**config.mk**
```make
export PLATFORM = sky130hd
export DESIGN_NAME = gb_oam_dma
export DESIGN_NICKNAME = d
export VERILOG_FILES = /design/src/rtl/gb_oam_dma.sv
export SDC_FILE = /design/constraint.sdc
export NUM_CORES = 1
export LEC_CHECK = 0
export BUFFER_PORTS_ARGS = -buffer_cell sky130_fd_sc_hd__clkbuf_2
export CAP_MARGIN = 5
export CORE_UTILIZATION = 51
export DETAILED_ROUTE_END_ITERATION = 16
export PLACE_DENSITY = 0.84
export SYNTH_ARGS = -nofsm -noshare
export SYNTH_HDL_FRONTEND = slang
export SYNTH_SLANG_ARGS = --single-unit
```
**constraint.sdc**
```tcl
create_clock -name clk -period 2.39 [get_ports clk]
set_input_delay 0.239 -clock clk [delete_from_list [all_inputs] [get_ports clk]]
set_output_delay 0.239 -clock clk [all_outputs]
set_load 0.02 [all_outputs]
```
**src/rtl/gb_oam_dma.sv**
```systemverilog
// OAM DMA engine: an FF46 write copies LEN bytes from page {V,8'h00} into OAM and owns the system address bus meanwhile.
// Optional CPU access blocking during transfers is enabled by defining GB_OAM_DMA_CPU_BLOCK_EN.
module gb_oam_dma #(
    parameter int LEN         = 160,
    parameter int START_DELAY = 1
) (
    input  logic        clk,
    input  logic        nreset,
    input  logic        ce,
    input  logic [15:0] cpu_adr,
    input  logic [7:0]  cpu_data,
    input  logic        cpu_write,
    input  logic [7:0]  mem_data,
    output logic [15:0] adr_out,
    output logic [7:0]  reg_data,
    output logic        dma_active,
    output logic [7:0]  oam_adr,
    output logic [7:0]  oam_data,
    output logic        oam_write,
    output logic        cpu_block
);

    typedef enum logic [1:0] {
        IDLE  = 2'd0,
        START = 2'd1,
        XFER  = 2'd2
    } state_t;

    localparam logic [7:0] DCNT_INIT = 8'(START_DELAY - 1);
    localparam logic [7:0] IDX_LAST  = 8'(LEN - 1);

    state_t     state_q, state_d;
    logic [7:0] dcnt_q, dcnt_d;
    logic [7:0] idx_q, idx_d;
    logic [7:0] base_q;
    logic       reg_wr;
    logic       rd_issue;

    // read stage: a source byte was addressed on the previous ce tick
    logic       vld_p1;
    logic [7:0] pidx_p1;

    assign reg_wr     = ce & cpu_write & (cpu_adr == 16'hFF46);
    assign dma_active = (state_q == XFER);
    // a restart tick drops its own read so only the previously fetched byte lands
    assign rd_issue   = dma_active & ~reg_wr;
    assign adr_out    = dma_active ? {base_q, idx_q} : cpu_adr;

    always_comb begin
        state_d = state_q;
        dcnt_d  = dcnt_q;
        idx_d   = idx_q;
        case (state_q)
            IDLE: begin
                if (reg_wr) begin
                    state_d = START;
                    dcnt_d  = DCNT_INIT;
                end
            end
            START: begin
                if (reg_wr) begin
                    dcnt_d = DCNT_INIT;
                end else if (dcnt_q == 8'd0) begin
                    state_d = XFER;
                    idx_d   = 8'd0;
                end else begin
                    dcnt_d = dcnt_q - 8'd1;
                end
            end
            XFER: begin
                if (reg_wr) begin
                    state_d = START;
                    dcnt_d  = DCNT_INIT;
                    idx_d   = 8'd0;
                end else begin
                    idx_d = idx_q + 8'd1;
                    if (idx_q == IDX_LAST) begin
                        state_d = IDLE;
                    end
                end
            end
            default: begin
                state_d = IDLE;
            end
        endcase
    end

    always_ff @(posedge clk or negedge nreset) begin
        if (!nreset) begin
            state_q   <= IDLE;
            dcnt_q    <= 8'd0;
            idx_q     <= 8'd0;
            reg_data  <= 8'h00;
            vld_p1    <= 1'b0;
            oam_write <= 1'b0;
            oam_adr   <= 8'd0;
            oam_data  <= 8'd0;
        end else begin
            oam_write <= 1'b0;
            if (ce) begin
                state_q <= state_d;
                dcnt_q  <= dcnt_d;
                idx_q   <= idx_d;
                vld_p1  <= rd_issue;
                if (reg_wr) begin
                    reg_data <= cpu_data;
                end
                // write stage: returned byte goes into OAM one ce tick after its address
                if (vld_p1) begin
                    oam_write <= 1'b1;
                    oam_data  <= mem_data;
                    oam_adr   <= pidx_p1;
                end
            end
        end
    end

    // FE/FF source pages fold onto the WRAM mirror so OAM and IO are never read back
    always_ff @(posedge clk) begin
        if (ce) begin
            pidx_p1 <= idx_q;
            if (reg_wr) begin
                base_q <= (cpu_data >= 8'hE0) ? (cpu_data & 8'hDF) : cpu_data;
            end
        end
    end

`ifdef GB_OAM_DMA_CPU_BLOCK_EN
    assign cpu_block = dma_active & ~((cpu_adr >= 16'hFF80) && (cpu_adr <= 16'hFFFE))
                       & (cpu_adr != 16'hFF46);
`else
    assign cpu_block = 1'b0;
`endif

endmodule

```
* Yosys cells after proc, flatten, opt, wreduce, memory -nomap -nowiden
Cells that the tools add are included.
** Storage, ports and cells
- Bits in registers :: 60
** Cells by class
- Equal/unequal tests :: 10
- Reduce and logical (&&, ||, !) cells :: 10
- Multiplexer cells :: 17
- Bitwise gates (word level) :: 4
- Add/sub/neg operators :: 2
- Magnitude comparators :: 1
** Operators with widths (number)
- 2-to-1 mux 8 bit :: 6
- case mux 8 bit (2 select lines) :: 2
- == test 16 bit (second input constant) :: 1
- 2-to-1 mux 16 bit :: 1
- 2-to-1 mux 2 bit :: 5
- adder 8 x 1 -> 8 bit (second input constant) :: 1
- == test 8 bit (second input constant) :: 1
- greater-or-equal comparator 8 bit (second input constant) :: 1
- logical NOT 8 bit :: 1
- AND reduction 4 bit :: 2
- subtractor 8 x 1 -> 8 bit (second input constant) :: 1
- != test 2 bit (second input constant) :: 3
- case mux 2 bit (3 select lines) :: 1
- AND reduction 5 bit :: 1
- AND reduction 2 bit :: 2
- nonzero test 2 bit :: 2
- bitwise AND 1 bit :: 3
- != test 3 x 1 -> 1 bit (second input constant) :: 1
- != test 3 bit (second input constant) :: 1
- == test 2 x 1 -> 1 bit (second input constant) :: 1
- == test 2 bit (second input constant) :: 1
- logical NOT 2 bit :: 1
- 2-to-1 mux 1 bit :: 2
- != test 2 x 1 -> 1 bit (second input constant) :: 1
- 2 further kinds :: 2

* Logic depth before layout (Yosys ltp)
- Depth after elaboration :: 4
- Mapped depth :: 7

* Worst setup path after synthesis
No wires, ideal clock.
- Kind :: in2reg
- From :: input port cpu_adr[4]
- To :: register idx_q[5]
- Path slack :: 0.345 ns
- Setup time :: 0.126 ns
- Path buffers :: 0
- Stages :: 5
- Arrival time :: 1.919 ns
- Required time :: 2.264 ns
- Path through :: or2_1 -> or4_4 -> nor2_1 -> nor2_1 -> a221o_1
** On the way
- Longest elaborated chain between the ends :: 4
- Elaborated cells on any way between the ends :: 6
- Those cells by class :: eq/ne: 2; mux: 2; bitwise: 1; reduce/logical: 1
** RTL lines
- start, declared :: RTL line 10 : input logic [15:0] cpu_adr,
- == test 16 bit (*) :: RTL line 43 : assign reg_wr = ce & cpu_write & (cpu_adr == 16'hFF46);
- bitwise AND 1 bit (*) :: RTL line 43
- != test 2 bit (no source line) or 2-to-1 mux 8 bit (tied branches)
- AND reduction 4 bit (no source line) or case mux 8 bit (2 select lines) (tied branches)
- end signal, assigned :: RTL line 103 : idx_q <= idx_d;
- end, declared :: RTL line 34 : logic [7:0] idx_q, idx_d;
Every way passes the cells marked *; elsewhere a longest branch is shown, timed or not.
A chain may end at the register's enable or synchronous reset.

* Worst setup path in the final report
- From :: register state_q[0]
- To :: output port adr_out[10]
** On the way
- Longest elaborated chain between the ends :: 2
** RTL lines
- start, declared :: RTL line 32 : state_t state_q, state_d;
- start signal, assigned :: RTL line 101 : state_q <= state_d;
- == test 2 bit :: RTL line 44 : assign dma_active = (state_q == XFER);
- 2-to-1 mux 16 bit :: RTL line 47 : assign adr_out = dma_active ? {base_q, idx_q} : cpu_adr;
- end, declared :: RTL line 14 : output logic [15:0] adr_out,
Every way passes these cells.

==> impl_metrics.csv <==
group,metric,value,unit
status,outcome,"completed",
routing,drcViolationCount,0,
clock_tree,cts_tree,"built",
power,swShare,22.14,%
clock_tree,clkSlewWorstSetupHoldPaths,0.08,ns
yosys,netlist_top_cells_area,"dfrtp_1, edfxtp_1, mux2_2, nand2_1, nor2_1",
routing,ant_nets,0,
routing,routed_wl,5.787,mm
die,die_h,75.60,um
critical_path,crit_type,"reg -> out",
routing,drtIter0Drc,66,
sta,fin_crit,1.961,ns
sta,setup_viol,0,
clock_tree,cts_root_buf,"clkbuf_8",
clock_tree,cts.sinks,60,
power,cellLeakagePower,1.731,nW
worst_hold_path,hp-class,"in -> reg",
yosys,synth_xor_xnor_area_share,0.9511,%
yosys,ys_seq_area_share,57.25,%
final_layout,nNetsFinal,355,
sta,tightestPinTransition,0.6551,ns
yosys,synth_compound_gate_area_share,8.832,%
grt,grt_pass1_wl,9.190,mm
yosys,synthMuxAreaShare,13.04,%
yosys,synth_edf_count,16,
placement,gp_congestion,0.8809,
flow_run,drv_cap,0,
clock_tree,clk_latency,0.34,ns
yosys,synth_adder_area_share,1.359,%
power,peakVddDrop,369.5,uV
die,initial_core_util,53.41,%
yosys,ys_warn_count,0,
die,die_w,75.60,um
yosys,yosysUniqueCellTypes,50,
routing,first_pass_iters,4,
final_layout,syn_to_final_growth,26.40,%
grt,grt_antenna_before_repair,0,
clock_tree,cts_buffer_depth,2,
yosys,synth_area,2763,sq um
sta,fmax,509.9,MHz
sta,grt_setup_unrepaired,"false",
power,power.density,680.0,nW/um^2
final_layout,fin_area,3492,sq um
sta,fin_crit_sh,82.06,%
routing,wl_per_cell,14.80,um
die,num_rows,26,
clock_tree,numCtsBuffers,9,
die,dieArea,5715,sq um
yosys,yosys.area.top_type,"dfrtp_1",
power,p_int,1.849,mW
placement,io_buffers,77,
critical_path,path_max_fanout,11,
critical_path,cp-end-kind,"primary output",
die,ios,79,
yosys,synth_cells,230,
placement,dpl_cell_area,3234,sq um
critical_path,required,2.15,ns
yosys,yosys.area.top_type_share,39.86,%
grt,grt_overflow_total,0,
grt,grt_max_degree,28,
final_layout,diodes,0,
grt,grt_pass1_vias,1971,
critical_path,worstPathArrival,1.72,ns
final_layout,final_util,67.51,%
clock_tree,post_cts_buffers,0,
grt,grt_util_all_layers,22.50,%
yosys,synth_top_family_by_area,"simple AND/OR/NAND/NOR gates",
placement,dp_hpwl,4.218,mm
sta,slew_viol_final,0,
sta,clock_skew,0.01133,ns
yosys,yosys_register_bits,60,
power,power_frac_clock,46.8,%
yosys,synthFlopType,"dfrtp_1",
yosys,synth_simple_gate_area_share,16.08,%
yosys,synth_fp_nets,269,
routing,viasPerCell,5.361,
sta,hold_viol_final,0,
clock_tree,cts_resized,0,
die,coreArea,5172,sq um
sta,fin_hold_ws,0.09670,ns
critical_path,cp-start-kind,"flip-flop",
yosys,async_reset_ff_share,73.33,%
power,combPwrFrac,7.4,%
sta,slew-limit-headroom,56.22,%
power,p_sw,525.8,uW
final_layout,drive_above_1_share,42.99,%
power,p_seq_share,45.8,%
routing,vias,2096,
power,p_total,2.375,mW
yosys,synth_area_per_cell,12.01,sq um
clock_tree,htreeDepth,3,
sta,finalSetupTns,0,ns
cells in the final DEF, fill, tap and decap left out, drive strengths merged, types with 3 or more instances in the layout:
cell type / synthesis / routed
a21o: 3 / 3
a21oi: 3 / 3
a221o: 4 / 4
a31oi: 3 / 3
and2: 4 / 4
and4: 3 / 3
buf: 4 / 6
bufinv: 0 / 3
clkbuf: 5 / 86
dfrtp: 44 / 44
edfxtp: 16 / 16
ha: 3 / 3
inv: 5 / 6
mux2: 32 / 32
nand2: 33 / 33
nand3: 7 / 7
nand4: 3 / 3
nor2: 11 / 11
nor3: 8 / 8
o21ai: 5 / 5
or2: 3 / 3
stage by stage:
| step | std cells | setup WS (ns) |
|---|---|---|
| floorplan | 230 | 0.3451 |
| global placement | 374 | 0.4956 |
| detailed placement | 374 | 0.4821 |
| CTS | 391 | 0.4043 |
| global route | 391 | 0.3272 |
| finish | 391 | 0.4287 |
area by class of cell:
class | instances | area (sq um)
tap | 70 | 87.58
sequential | 60 | 1582
clock buffer | 9 | 123.9
clock inverter | 7 | 123.9
timing repair buffer | 84 | 440.4
fill | 393 | 1680
multi-input combinational | 156 | 1116
inverter | 5 | 18.77
worst max-delay path: stages (launching register included):
cell and delay, ns:
dfrtp_1 0.46, nor2b_1 0.19, buf_4 0.22, mux2_2 0.35, clkbuf_2 0.15
layer usage:
metal / vias up / part of all wire (%) / global-route usage [%]
met5: - / 0 / 0
met4: 0 / 1.6 / 9.053
met3: 8 / 8.3 / 7.672
met2: 104 / 47 / 35.71
met1: 974 / 43 / 28.48
li1: 1010 / - / -
flip-flops by register name, indices dropped and copies added, names as in the netlist:
| name | cells |
|---|---|
| vld_p1 | 1 |
| reg_data | 8 |
| idx_q | 8 |
| oam_adr | 8 |
| pidx_p1 | 8 |
| base_q | 8 |
| oam_write | 1 |
| oam_data | 8 |
| state_q | 2 |
| dcnt_q | 8 |
power groups by stage:
stage          combinational [mW]  sequential (mW)  clock (mW)
2_1_floorplan              0.0606             1.13           0
3_3_place_gp                0.173             1.11           0
3_5_place_dp                0.177             1.11           0
4_1_cts                     0.179             1.09        1.14
5_1_grt                     0.194             1.09        1.18
6_report                    0.176             1.09        1.11
kinds of logic after synthesis:
| group | count (synthesis) |
|---|---|
| AOI/OAI and AO/OA | 31 |
| buffers and inverters | 14 |
| other | 1 |
| muxes | 32 |
| adders and majority gates | 3 |
| xor gates and xnor gates | 3 |
| DFF | 60 |
| and+or+nand+nor | 86 |
cells in the mapped netlist (3+ instances only):
master and n:
and4_1 3, and2_1 3, a21oi_1 3, nand2_1 33, o21ai_0 4, nand4_1 3, nand3_1 7, nor2_1 11
ha_1 3, edfxtp_1 16, nor3_1 7, a221o_1 4, a21o_1 3, dfrtp_1 44, clkbuf_1 5, a31oi_1 3
mux2_2 32, inv_1 5
what timing repair did:
action	4_1_cts	5_1_grt
setup endpoints to repair	0	0
endpoints found under the hold margin	17	0
hold buffers	1	0
path summary, 6_finish.rpt:
path                                   startpoint                      end  slack [ns]  cells after the start
max reg2reg                 dcnt_q[3]$_DFFE_PN0P_     idx_q[5]$_DFFE_PN0P_        0.44                      5
min in group asynchronous                  nreset   state_q[0]$_DFFE_PN0P_        0.39                      2
min reg2reg                  pidx_p1[6]$_DFFE_PP_   oam_adr[6]$_DFFE_PN0P_        0.48                      1
max                        state_q[0]$_DFFE_PN0P_              adr_out[10]        0.43                      4
max in group asynchronous                  nreset  oam_data[3]$_DFFE_PN0P_        1.28                      3
min                                   cpu_data[1]      base_q[1]$_DFFE_PP_         0.1                      1
Power figures use the tool's default switching activity.
